## src/rtl/ro_trng_pkg.sv

```systemverilog
// rtl/ro_trng_pkg.sv - shared types and defaults for the ring-oscillator TRNG (controller and sampler)
package ro_trng_pkg;

  typedef enum logic [1:0] {
    IDLE    = 2'd0,
    COLLECT = 2'd1,
    STALL   = 2'd2
  } ro_state_e;

  localparam int DROP_CNT_W       = 8;
  localparam int RO_NUM_DEFAULT   = 32;
  localparam int RO_SEL_W_DEFAULT = 5;

endpackage

```

## src/rtl/ro_sync_bit.sv

```systemverilog
// rtl/ro_sync_bit.sv - STAGES-deep single-bit synchronizer with synchronous reset
module ro_sync_bit #(
  parameter int STAGES = 2
) (
  input  logic clk,
  input  logic rst,
  input  logic d,
  output logic q
);

  logic [STAGES-1:0] ff;

  always_ff @(posedge clk) begin
    if (rst) ff <= '0;
    else     ff <= {ff[STAGES-2:0], d};
  end

  assign q = ff[STAGES-1];

endmodule

```

## src/rtl/ro_sampler.sv

```systemverilog
// rtl/ro_sampler.sv - RO TRNG receive side: sync, select, strobe sample, pack words, count drops
// Define RO_SAMPLER_VON_NEUMANN_EN to debias sample pairs before packing.
module ro_sampler
  import ro_trng_pkg::*;
#(
  parameter int NUM_RO      = RO_NUM_DEFAULT,
  parameter int SEL_W       = RO_SEL_W_DEFAULT,
  parameter int WORD_W      = 32,
  parameter int SAMPLE_DIV  = 4,
  parameter int SYNC_STAGES = 2
) (
  input  logic                         clk,
  input  logic                         rst,
  input  logic                         ro_enable,
  input  logic [NUM_RO-1:0]            ro_out,
  input  logic [SEL_W-1:0]             sel,
  output logic [WORD_W-1:0]            rnd_data,
  output logic                         rnd_valid,
  input  logic                         rnd_ready,
  output logic [$clog2(WORD_W+1)-1:0]  bit_count,
  output logic [DROP_CNT_W-1:0]        drop_cnt
);

  localparam int CNT_W = $clog2(WORD_W + 1);
  localparam int DIV_W = (SAMPLE_DIV > 1) ? $clog2(SAMPLE_DIV) : 1;
  localparam logic [CNT_W-1:0] LAST_BIT = CNT_W'(WORD_W - 1);
  localparam logic [DIV_W-1:0] DIV_LAST = DIV_W'(SAMPLE_DIV - 1);

  logic [NUM_RO-1:0] sync;
  logic              raw;
  logic [DIV_W-1:0]  div_cnt;
  logic              strobe;
  logic              acc_valid;
  logic              acc_bit;
  logic [WORD_W-2:0] shreg;
  logic [WORD_W-1:0] shifted;
  logic              full;
  logic              slot_free;
  ro_state_e         state;
  ro_state_e         state_nx;

  for (genvar i = 0; i < NUM_RO; i++) begin : g_sync
    ro_sync_bit #(.STAGES(SYNC_STAGES)) u_sync (
      .clk (clk),
      .rst (rst),
      .d   (ro_out[i]),
      .q   (sync[i])
    );
  end

  // Out-of-range selects match no index and read as 0.
  always_comb begin
    raw = 1'b0;
    for (int k = 0; k < NUM_RO; k++) begin
      if (sel == SEL_W'(k)) raw = sync[k];
    end
  end

  assign strobe = ro_enable && (div_cnt == DIV_LAST);

  always_ff @(posedge clk) begin
    if (rst || !ro_enable || strobe) div_cnt <= '0;
    else                             div_cnt <= div_cnt + DIV_W'(1);
  end

`ifdef RO_SAMPLER_VON_NEUMANN_EN
  logic pair_flag;
  logic first_smp;

  always_ff @(posedge clk) begin
    if (rst || !ro_enable) begin
      pair_flag <= 1'b0;
      first_smp <= 1'b0;
    end else if (strobe) begin
      pair_flag <= ~pair_flag;
      if (!pair_flag) first_smp <= raw;
    end
  end

  // 10 yields 1 and 01 yields 0, so the emitted bit is the first sample.
  assign acc_valid = strobe && pair_flag && (first_smp != raw);
  assign acc_bit   = first_smp;
`else
  assign acc_valid = strobe;
  assign acc_bit   = raw;
`endif

  assign shifted   = {shreg, acc_bit};
  assign full      = (bit_count == LAST_BIT);
  assign slot_free = !rnd_valid || rnd_ready;

  always_ff @(posedge clk) begin
    if (rst) begin
      shreg     <= '0;
      bit_count <= '0;
      rnd_data  <= '0;
      rnd_valid <= 1'b0;
      drop_cnt  <= '0;
    end else begin
      if (rnd_valid && rnd_ready) rnd_valid <= 1'b0;
      if (acc_valid) begin
        if (!full) begin
          shreg     <= shifted[WORD_W-2:0];
          bit_count <= bit_count + CNT_W'(1);
        end else if (slot_free) begin
          rnd_data  <= shifted;
          rnd_valid <= 1'b1;
          bit_count <= '0;
        end else if (drop_cnt != '1) begin
          drop_cnt  <= drop_cnt + DROP_CNT_W'(1);
        end
      end
    end
  end

  always_ff @(posedge clk) begin
    if (rst) state <= IDLE;
    else     state <= state_nx;
  end

  always_comb begin
    state_nx = state;
    if (!ro_enable) begin
      state_nx = IDLE;
    end else begin
      case (state)
        IDLE:    state_nx = COLLECT;
        COLLECT: if (full && rnd_valid && !rnd_ready) state_nx = STALL;
        STALL:   if (rnd_valid && rnd_ready) state_nx = COLLECT;
        default: state_nx = IDLE;
      endcase
    end
  end

endmodule
```

## config.mk

```make
export PLATFORM = sky130hd
export DESIGN_NAME = ro_sampler
export DESIGN_NICKNAME = d
export VERILOG_FILES = /design/src/rtl/ro_trng_pkg.sv /design/src/rtl/ro_sync_bit.sv /design/src/rtl/ro_sampler.sv
export SDC_FILE = /design/constraint.sdc
export NUM_CORES = 1
export LEC_CHECK = 0
export CAP_MARGIN = 10
export CORE_AREA = 2 2 99 101
export CTS_CLUSTER_SIZE = 30
export DETAILED_ROUTE_END_ITERATION = 10
export DIE_AREA = 0 0 101 103
export PLACE_DENSITY = 0.93
export SLEW_MARGIN = 10
export SYNTH_ARGS = -nofsm -noshare
export SYNTH_HDL_FRONTEND = slang
export SYNTH_HIERARCHICAL = 1
export SYNTH_SLANG_ARGS = --single-unit
```

## constraint.sdc

```tcl
create_clock -name clk -period 3.6 [get_ports clk]
set_clock_uncertainty 0.1 [all_clocks]
set_input_delay 0.72 -clock clk [delete_from_list [all_inputs] [get_ports clk]]
set_output_delay 0.72 -clock clk [all_outputs]
set_load 0.1 [all_outputs]
```

### Word level (Yosys, flattened, before mapping)

Index checks and enable logic that the tools add are counted.

* bits in registers: 144
* input bits: 41
* output and inout bits: 47
* logic and storage cells: 128

* $add $sub $neg: 3
* eq/ne operators: 35
* muxes and demuxes: 38
* bitwise operators: 2
* reductions and logical operators: 12

Operators with widths (number)
* $eq 5x5->1 const B: 16
* $eq 5x4->1 const B: 8
* $mux 1: 36
* $eq 5x3->1 const B: 4
* $mux 6: 2
* $eq 5x2->1 const B: 2
* $add 8x1->8 const B: 1
* $ne 8x8->1 const B: 1
* $add 6x1->6 const B: 1
* $eq 6x5->1 const B: 1
* $eq 5x1->1 const B: 1
* $logic_not 5->1: 1
* $reduce_and 2->1: 2
* $reduce_and 4->1: 1
* $logic_or 1x1->1: 3
* $reduce_and 3->1: 1
* $add 2x1->2 const B: 1
* $eq 2x2->1 const B: 1
* $logic_and 1x1->1: 2
* $logic_not 1->1: 2
* $ne 2x1->1 const B: 1
* $not 1->1: 2

### Depth between registers and ports, before layout

Gate-level depths: netlist (run 1).

* word-level depth: 33
* gate-level depth with buffers: 8
* gate-level depth less buffers: 7

### Cells and area by module

Netlist (run 1), hierarchy kept.

Modules (own cells, without submodules)
* ro_sampler: instances 1, cells an instance 426, area each 3404.5 sq um, seq. area each 1601.5 sq um
* ro_sync_bit: instances 32, cells an instance 4, area each 52.6 sq um, seq. area each 40.0 sq um

### Least setup slack after synthesis (run 1)

OpenSTA, ideal clock, no wires.

* path kind: reg2reg
* start: reg bit_count[0]
* end: reg drop_cnt[7]
* library setup time: 0.070 ns
* arrival time: 2.813 ns
* data required time: 3.430 ns
* path slack: 0.617 ns
* cell stages (with the launch flop): 8
* clock period less this slack: 2.983 ns
* cells stage by stage: dfxtp_1 ha_1 nand3_2 or4b_4 nor3_4 nand2_2 or3_1 a21oi_1

* cells in the longest elaborated chain, start to end: 2

RTL lines
* start, declared: RTL line ro_sampler.sv:20 `output logic [$clog2(WORD_W+1)-1:0] bit_count,`
* start signal, assigned: RTL line ro_sampler.sv:104 `bit_count <= bit_count + CNT_W'(1);`
* $eq 6x5->1: RTL line ro_sampler.sv:89 `assign full = (bit_count == LAST_BIT);`
* $reduce_and 4->1 (no source line)
* end signal, assigned: RTL line ro_sampler.sv:110 `drop_cnt <= drop_cnt + DROP_CNT_W'(1);`
* end, declared: RTL line ro_sampler.sv:21 `output logic [DROP_CNT_W-1:0] drop_cnt`

Every way passes these cells.
A chain may end at the register's enable or synchronous reset.

### Worst setup path after layout (run 1)

* start: reg drop_cnt[4]
* end: out drop_cnt[4]

No word-level cell between the ends.

==> results of run 1 <==
==> registers in the layout, indices dropped and copies added, names as in the netlist <==
signal            flops
bit_count             6
rnd_data             32
div_cnt               2
drop_cnt              8
g_sync.u_sync/ff     64
shreg                31
rnd_valid             1
==> layer usage <==
metal  part of all wire, %  routed length [µm]
met1                    39                3940
met2                    54                5520
met3                   6.0                 608
met4                  0.64                  65
met5                     0                   0
==> power by group <==
| part | internal, W | switching [W] |
|---|---|---|
| clock network | 0.000905 | 0.000737 |
| logic | 0.0000784 | 0.0000647 |
| registers | 0.00163 | 0.00000920 |
| total | 0.00261 | 0.000811 |
==> stage by stage <==
stage	total power [W]	hold WS [ns]	utilization, %	cell area [µm²]	worst slack [ns]
after floorplan	0.00174	0.308	-	5090	0.617
after global placement	0.00181	0.316	63.8	6030	0.686
after detailed placement	0.00181	0.322	63.8	6030	0.591
after CTS	0.00345	0.339	69.7	6600	0.658
after global routing	0.00354	0.346	69.7	6600	0.622
final	0.00342	0.336	69.7	6600	0.669
==> kinds of logic (layout without fill, tap and decap cells) <==
kind of cell    count (synthesis)  count (layout)  synth area share [%]
compound gates                102             102                  11.1
xor+xnor                        7               7                  1.21
fa+ha+maj                       3               3                 0.738
buf+inv                        31             131                  2.44
flops                         144             144                  56.7
mux                            11              11                  2.90
simple gates                  256             256                  24.9
==> worst min-delay path by stage <==
stage	from	to	slack [ns]	cells after the start
floorplan	div_cnt[0]$_SDFF_PP0_	div_cnt[0]$_SDFF_PP0_	0.31	1
global placement	div_cnt[0]$_SDFF_PP0_	div_cnt[0]$_SDFF_PP0_	0.32	1
detailed placement	g_sync[16].u_sync/ff[0]$_SDFF_PP0_	g_sync[16].u_sync/ff[1]$_SDFF_PP0_	0.32	1
CTS	g_sync[22].u_sync/ff[0]$_SDFF_PP0_	g_sync[22].u_sync/ff[1]$_SDFF_PP0_	0.34	1
global route	g_sync[29].u_sync/ff[0]$_SDFF_PP0_	g_sync[29].u_sync/ff[1]$_SDFF_PP0_	0.35	1
finish	g_sync[26].u_sync/ff[0]$_SDFF_PP0_	g_sync[26].u_sync/ff[1]$_SDFF_PP0_	0.34	1
==> cell type report <==
type                    count  area, µm²
clock buffers              18        428
clock inverters            14        134
fillers                   683       2860
inverters                   3       11.3
multi-input cells         379       2080
flip-flops and latches    144       2880
well taps                 114        143
repair buffers             96        913
==> cell usage in the layout (no fill, tap or decap), types with 2 or more instances in the layout <==
cell type and n:
sky130_fd_sc_hd__dfxtp_1 144, sky130_fd_sc_hd__nor2_2 2, sky130_fd_sc_hd__a211oi_1 2, sky130_fd_sc_hd__nor2_1 14, sky130_fd_sc_hd__clkbuf_16 16, sky130_fd_sc_hd__o21ai_0 7
sky130_fd_sc_hd__inv_8 5, sky130_fd_sc_hd__o22ai_1 4, sky130_fd_sc_hd__nor2b_1 68, sky130_fd_sc_hd__inv_1 3, sky130_fd_sc_hd__nand3b_1 2, sky130_fd_sc_hd__clkdlybuf4s50_1 77
sky130_fd_sc_hd__or3_1 2, sky130_fd_sc_hd__a22oi_1 2, sky130_fd_sc_hd__nor3_1 3, sky130_fd_sc_hd__buf_4 19, sky130_fd_sc_hd__mux2i_1 8, sky130_fd_sc_hd__ha_1 3
sky130_fd_sc_hd__inv_6 7, sky130_fd_sc_hd__a31oi_1 5, sky130_fd_sc_hd__nand2b_1 3, sky130_fd_sc_hd__and3_1 3, sky130_fd_sc_hd__clkbuf_8 2, sky130_fd_sc_hd__nor4b_1 2
sky130_fd_sc_hd__a21oi_1 73, sky130_fd_sc_hd__nand3_1 5, sky130_fd_sc_hd__nand4_1 5, sky130_fd_sc_hd__nor3b_1 6, sky130_fd_sc_hd__nand2_1 132, sky130_fd_sc_hd__xor2_1 6
sky130_fd_sc_hd__mux4_2 3
==> impl_metrics.tcl, run 1 <==
set metrics [dict create \
    status "completed" \
    floorplan.die.width_um 101 \
    clkSlewWorstSetupHoldPaths_ns 0.07 \
    maxClockFrequency_ghz 0.341 \
    antenna_found_initial 0 \
    synthMostInstantiatedCell "sky130_fd_sc_hd__dfxtp_1" \
    pre_antenna_drt_iters 5 \
    grt_util_all_layers_pct 20.0 \
    worst_case_register_to_register_setup_slack_ns 1.17 \
    place.port_buffers 87 \
    ioPinCount 88 \
    totalWireLength_um 10100 \
    hold_violations 0 \
    holdCritPathClass "reg2reg" \
    dp.cells 736 \
    fp.dieArea_um2 10400 \
    postSynthNetCount 598 \
    reported_max_cap_violation_count 0 \
    1st_iter_drt_viols 120 \
    gpl.final_weighted_congestion 0.823 \
    grt_util_met2_pct 38.4 \
    wl_per_cell_um 13.2 \
    synth_flop_cell "sky130_fd_sc_hd__dfxtp_1" \
    coreArea_um2 9460 \
    crit_path_max_incr_delay_ns 1.18 \
    synth-edff-count 0 \
    timing.critical_path.to "drop_cnt[4]" \
    worstPathCellList "clkdlybuf4s50_1" \
    dp_hpwl_um 6680 \
    drc_errors 0 \
    insertion_delay_ns 0.51 \
    postCtsSetupRepairBufs 0 \
    maximum_number_of_pins_on_one_net_before_global_route_repair 69 \
    ctsHtreeMaxLevel 4 \
    syn_inst 554 \
    setup_repair_after_global_routing_missed_its_margin "no" \
    routed_via_density 5.26 \
    cp.required_ns 2.78 \
    worstPathBufferInverterCount 1 \
    tns_ns 0 \
    area_delta_synth_final_pct 29.7 \
    synthesis.yosys.warnings 6 \
    die_height_um 103 \
    num_vias 4036 \
    rr_worst_depth 7 \
    antenna_cells 0 \
    post_cts_hold_buffer_count 0 \
    cts.root.buffer_cell "sky130_fd_sc_hd__clkbuf_8" \
    synth_area_leader_cell "sky130_fd_sc_hd__dfxtp_1" \
    cp.depth 1 \
    worstPathMaxFanout 5 \
    start_kind "register" \
    slew_viol_final 0 \
    numCtsBuffers 17 \
    netlist_top_cells_count "sky130_fd_sc_hd__dfxtp_1, sky130_fd_sc_hd__nand2_1, sky130_fd_sc_hd__a21oi_1" \
    endpoint_kind "output port" \
    power_density_nw_per_um2 519 \
    cts-root-to-sink-buffers 2 \
    max-slew-margin-rel_pct 33.4 \
    row_count 36 \
    groute.layer.met1.usage_pct 21.1 \
    setup_viol 0 \
    layout-drive-gt1-share_pct 9.33 \
    global_route_wire_length_before_repair_um 16300 \
    final_antenna_net_count 0 \
    grt_pass1_vias 3717 \
    number_of_instances_resized_during_post_cts_repair 0 \
    seq_area_frac_synth_pct 56.7 \
    worst_path_max_delay_cell "sky130_fd_sc_hd__clkdlybuf4s50_1" \
    synth.ff_latch_count 144 \
    synth_cell_type_count 47 \
    cts_sinks 144 \
    instances_no_fill 768 \
    p_leak_nw 2.39 \
    timing_worst_slew_pin_value_ns 0.996 \
    cts_tree "yes" \
    largest_delay_share_family_worst_path "buffers and inverters" \
    floorplan.initialDensity_pct 53.8 \
    gr-max-usage-layer "met2" \
    final_net_count 685 \
    period_needed_ns 2.93 \
    rr_endpoint "drop_cnt[7]$_SDFFE_PP0P_" \
    netlist.area_leader.share_pct 56.7 \
    synthesis.area_per_instance_um2 9.18 \
    post_synth_main_area_contributors "sky130_fd_sc_hd__dfxtp_1, sky130_fd_sc_hd__nand2_1, sky130_fd_sc_hd__nor2b_1, sky130_fd_sc_hd__a21oi_1, sky130_fd_sc_hd__mux2i_1" \
    crit_start "drop_cnt[4]$_SDFFE_PP0P_" \
    maximum_vdd_drop_mv 0.321 \
    post_synth_instance_area_um2 5090 \
    overflow 0 \
    critical_path.reg2reg.startpoint "bit_count[0]$_SDFFE_PP0P_" \
    post-route-period-util_pct 81.4 \
    synth_async_sr_flop_share_pct 0 \
    grt_use_met3_pct 5.49 \
    cp.arrival_ns 2.11 \
    path_class "reg2out" \
]
No activity file was read; power rests on OpenSTA's default activity.
==> run 2: changes to the inputs <==
Settings changed: CORE_AREA 2 2 99 101 to 2 2 102 104, DIE_AREA 0 0 101 103 to 0 0 104 106, PLACE_DENSITY 0.93 to 0.89.
Clock period 3.6 ns to 2.8 ns, I/O delays scaled along.
==> run 2 against run 1 <==
Effect of this change:
- clock power grew 30%
- sequential power rose by 29%
- first-iteration DRC count up 39%
- die area is 6.0% higher
- largest cell class unchanged
- largest power group is now clock
==> impl_metrics.tcl, run 2 (same netlist as run 1, synthesis figures left out) <==
set metrics [dict create \
    endpoint_kind "register" \
    area_delta_synth_final_pct 29.6 \
    antenna_cells 0 \
    clkSlewWorstSetupHoldPaths_ns 0.07 \
    pre_antenna_drt_iters 5 \
    num_vias 4032 \
    holdCritPathClass "reg2reg" \
    timing_worst_slew_pin_value_ns 0.427 \
    drc_errors 0 \
    number_of_instances_resized_during_post_cts_repair 0 \
    fin_util_pct 65.9 \
    global_route_wire_length_before_repair_um 17200 \
    overflow 0 \
    floorplan.die.width_um 104 \
    floorplan.initialDensity_pct 50.9 \
    grt_util_all_layers_pct 19.3 \
    wl_per_cell_um 12.9 \
    coreArea_um2 10000 \
    numCtsBuffers 17 \
    totalWireLength_um 10200 \
    worstPathMaxFanout 17 \
    layout-drive-gt1-share_pct 15.8 \
    final_cell_mix "sky130_fd_sc_hd__dfxtp_1, sky130_fd_sc_hd__nand2_1, sky130_fd_sc_hd__a21oi_1, sky130_fd_sc_hd__nor2b_1, sky130_fd_sc_hd__buf_4" \
    ctsHtreeMaxLevel 4 \
    cts_tree "yes" \
    1st_iter_drt_viols 167 \
    post_cts_hold_buffer_count 0 \
    grt_pass1_vias 3770 \
    routed_via_density 5.08 \
    hold_violations 0 \
    antenna_found_initial 0 \
    die_height_um 106 \
    path_class "in2reg" \
    final.fill_count 818 \
    setup_viol 0 \
    final_net_count 688 \
    cts.root.buffer_cell "sky130_fd_sc_hd__clkbuf_8" \
    ioPinCount 88 \
    setup_repair_after_global_routing_missed_its_margin "no" \
    postCtsSetupRepairBufs 0 \
    cp.required_ns 3.10 \
    power_density_nw_per_um2 671 \
    max-slew-margin-rel_pct 71.3 \
    cts_sinks 144 \
    insertion_delay_ns 0.51 \
    start_kind "input pin" \
    place.port_buffers 87 \
    p_leak_nw 2.48 \
    tns_ns 0 \
    gpl.final_weighted_congestion 0.822 \
    final.hold.worst_slack_ns 0.335 \
    dp.cells 761 \
    fp.dieArea_um2 11000 \
    maximum_number_of_pins_on_one_net_before_global_route_repair 44 \
    status "completed" \
    multi_input_comb_area_um2 2080 \
    cts-root-to-sink-buffers 2 \
    layout.cells.most_common "sky130_fd_sc_hd__dfxtp_1" \
    dp_hpwl_um 6750 \
    instances_no_fill 793 \
    slew_viol_final 0 \
    final_antenna_net_count 0 \
    post-route-period-util_pct 80.7 \
    cp.arrival_ns 2.56 \
    regArea_um2 2890 \
    reg.largest.list "g_sync.u_sync/ff: 64 flops, rnd_data: 32 flops, shreg: 31 flops" \
    registers.top_by_ff_count "g_sync.u_sync/ff" \
    row_count 37 \
    period_needed_ns 2.26 \
    max_reg_flops 64 \
    maxClockFrequency_ghz 0.443 \
    maximum_vdd_drop_mv 0.369 \
    reported_max_cap_violation_count 0 \
]
==> run 2: routing by layer <==
metal / part of all wire, % / routed length (µm) / global-route usage, %
met3: 4.0 / 406 / 5.15
met5: 0 / 0 / 0
met1: 42 / 4260 / 22.5
met2: 54 / 5470 / 34.2
met4: 0.60 / 61 / 6.95
==> run 2: per-stage QoR <==
stage | setup WS, ns | area, µm² | power (W)
finish | 0.542 | 6590 | 0.00443
global route | 0.409 | 6590 | 0.00460
CTS | 0.593 | 6590 | 0.00447
detailed placement | 0.0470 | 6030 | 0.00234
global placement | 0.133 | 6030 | 0.00233
floorplan | 0.0252 | 5090 | 0.00224
==> run 2: path summary, 6_finish.rpt <==
path | from | end | slack (ns) | depth (start not counted)
min | g_sync[0].u_sync/ff[0]$_SDFF_PP0_ | g_sync[0].u_sync/ff[1]$_SDFF_PP0_ | 0.34 | 1
max | sel[0] | rnd_data[0]$_SDFFE_PP0P_ | 0.54 | 8
min reg2reg | g_sync[0].u_sync/ff[0]$_SDFF_PP0_ | g_sync[0].u_sync/ff[1]$_SDFF_PP0_ | 0.34 | 1
max reg2reg | bit_count[0]$_SDFFE_PP0P_ | drop_cnt[6]$_SDFFE_PP0P_ | 0.60 | 8
==> run 2: power breakdown <==
part / switching [W] / internal, W / leakage (nW) / total (W)
registers: 0.0000127 / 0.00209 / 1.17 / 0.00211
clock network: 0.000926 / 0.00121 / 0.270 / 0.00213
logic: 0.0000835 / 0.000105 / 1.04 / 0.000188
total: 0.00102 / 0.00340 / 2.48 / 0.00443
==> run 2: layout make-up <==
| class | count | share of cell area, % |
|---|---|---|
| clock buffers | 17 | 6.28 |
| clock inverters | 15 | 2.28 |
| inverters | 3 | 0.171 |
| multi-input cells | 379 | 31.6 |
| flip-flops and latches | 144 | 43.8 |
| well taps | 136 | 2.58 |
| repair buffers | 99 | 13.3 |
==> run 2: worst max-delay path: stages <==
cell and delay, ns:
sky130_fd_sc_hd__clkdlybuf4s50_1 0.56, sky130_fd_sc_hd__buf_12 0.23, sky130_fd_sc_hd__or4_1 0.52, sky130_fd_sc_hd__nand3b_1 0.13, sky130_fd_sc_hd__o22ai_1 0.10, sky130_fd_sc_hd__a21o_1 0.18
sky130_fd_sc_hd__o2111ai_1 0.21, sky130_fd_sc_hd__nand2_1 0.07
==> run 3: changes to the inputs <==
Clock period 2.8 ns to 2.2 ns, I/O delays scaled along.
==> run 3 against run 2 <==
Effect of this change:
- first-iteration DRC count down 18%
- sequential share of layout area down 0.79 points
- total power up 29%
- die area unchanged
- routed wire length up 8.4%
- flip-flop and latch count unchanged
- non-clock buffer count up 17
- hold slack worse by 0.036 ns
- largest cell class unchanged
- largest power group unchanged
- highest routed layer unchanged
==> impl_metrics.tcl, run 3 (same netlist as run 1, synthesis figures left out) <==
set metrics [dict create \
    path_class "reg2reg" \
    1st_iter_drt_viols 137 \
    gpl.final_weighted_congestion 0.790 \
    worst_setup_slack_post_dpl_ns -0.390 \
    max_reg_flops 64 \
    status "completed" \
    reported_max_cap_violation_count 0 \
    antenna_found_initial 0 \
    period_needed_ns 2.12 \
    power_density_nw_per_um2 844 \
    floorplan.die.width_um 104 \
    worst_path_max_delay_cell "sky130_fd_sc_hd__or4b_4" \
    clkSlewWorstSetupHoldPaths_ns 0.06 \
    final.fill_count 777 \
    worst_setup_slack_final_ns 0.0771 \
    coreArea_um2 10000 \
    insertion_delay_ns 0.50 \
    grt_util_all_layers_pct 20.5 \
    ioPinCount 88 \
    instances_no_fill 809 \
    dp.cells 778 \
    cp.required_ns 2.48 \
    placed_cell_area_um2 6170 \
    p_leak_nw 2.56 \
    antenna_cells 0 \
    overflow 0 \
    cts_tree "yes" \
    crit_path_max_incr_delay_ns 0.57 \
    slew_viol_final 0 \
    endpoint_kind "register" \
    floorplan.initialDensity_pct 50.9 \
    worstPathCellList "ha_2 > nand2_1 > or4b_4 > nor3_4 > buf_4 > nand4_1 > xor2_1 > nor2_1" \
    max-slew-margin-rel_pct 65.5 \
    registers.top_by_ff_count "g_sync.u_sync/ff" \
    num_vias 4213 \
    totalWireLength_um 11100 \
    reg.largest.list "g_sync.u_sync/ff: 64 flops, rnd_data: 32 flops, shreg: 31 flops" \
    multi_input_comb_area_um2 2110 \
    grt_pass1_vias 4109 \
    place.port_buffers 87 \
    final_net_count 705 \
    cts-root-to-sink-buffers 2 \
    post-route-period-util_pct 96.5 \
    area_delta_synth_final_pct 32.8 \
    global_route_wire_length_before_repair_um 18300 \
    final_cell_mix "sky130_fd_sc_hd__dfxtp_1, sky130_fd_sc_hd__nand2_1, sky130_fd_sc_hd__buf_4, sky130_fd_sc_hd__a21oi_1, sky130_fd_sc_hd__nor2b_1" \
    design_area_um2 6760 \
    layout.cells.most_common "sky130_fd_sc_hd__dfxtp_1" \
    regArea_um2 2900 \
    wl_per_cell_um 13.7 \
    start_kind "register" \
    timing_worst_slew_pin_value_ns 0.517 \
    dp_hpwl_um 7140 \
    routed_via_density 5.21 \
    row_count 37 \
    maximum_vdd_drop_mv 0.579 \
    maxClockFrequency_ghz 0.471 \
    fp.dieArea_um2 11000 \
    final_antenna_net_count 0 \
    holdCritPathClass "in2reg" \
    maximum_number_of_pins_on_one_net_before_global_route_repair 54 \
    pre_antenna_drt_iters 4 \
    cts.root.buffer_cell "sky130_fd_sc_hd__clkbuf_8" \
    setup_viol 0 \
    ctsHtreeMaxLevel 4 \
    hold_violations 0 \
    drc_errors 0 \
    setup_repair_after_global_routing_missed_its_margin "yes" \
    cts_sinks 144 \
    fin_util_pct 67.6 \
    numCtsBuffers 17 \
    post_cts_hold_buffer_count 0 \
    layout-drive-gt1-share_pct 19.0 \
    cp.arrival_ns 2.40 \
    die_height_um 106 \
    worstPathMaxFanout 6 \
]
## run 3: area by class of cell
type / instances / area share, %
flip-flops and latches: 144 / 43.0
multi-input cells: 379 / 31.3
repair buffers: 116 / 14.5
clock buffers: 19 / 6.56
well taps: 136 / 2.52
clock inverters: 12 / 1.98
inverters: 3 / 0.167
## run 3: worst paths after layout
check                                                        from                                 end  slack (ns)  cells after the start
worst min-delay path                                          rst  g_sync[22].u_sync/ff[1]$_SDFF_PP0_        0.30                      2
worst min register to register  g_sync[8].u_sync/ff[0]$_SDFF_PP0_   g_sync[8].u_sync/ff[1]$_SDFF_PP0_        0.33                      1
worst max register to register              div_cnt[0]$_SDFF_PP0_            drop_cnt[5]$_SDFFE_PP0P_        0.08                      8
worst max-delay path                        div_cnt[0]$_SDFF_PP0_            drop_cnt[5]$_SDFFE_PP0P_        0.08                      8
## run 3: through the flow
stage	power (W)	hold slack [ns]	TNS, ns
after floorplan	0.00285	0.308	-0.0787
after global placement	0.00297	0.318	-7.08
after detailed placement	0.00299	0.323	-8.79
after CTS	0.00574	0.287	0
after global routing	0.00588	0.313	-0.0113
final	0.00570	0.300	0
## run 3: what timing repair did
item	in CTS	in global routing
endpoints found under the hold margin	0	0
endpoints found under the setup margin	0	7
setup buffers	0	0
gates resized for setup	0	2
## run 3: report_power, final
group          leakage (nW)  internal (W)  switching, W
Combinational          1.10      0.000146      0.000115
Sequential             1.18       0.00266     0.0000168
Clock                 0.280       0.00168       0.00108
## run 3: worst max-delay path, delay by kind of cell (launching register included)
kind,cells,cell delay [ns]
adders and majority gates,1,0.20
DFF,1,0.34
buffers and inverters,1,0.17
xor gates and xnor gates,1,0.18
and+or+nand+nor,5,1.02
## run 3: layer usage
metal  part of all wire (%)  GRT usage, %  vias up  routed length [µm]
li1                       -             -     2070                   -
met1                     39          20.8     1996                4330
met2                     55          39.4      126                6050
met3                    4.1          5.15       21                 456
met4                    1.9          9.36        0                 206
met5                      0             0        -                   0
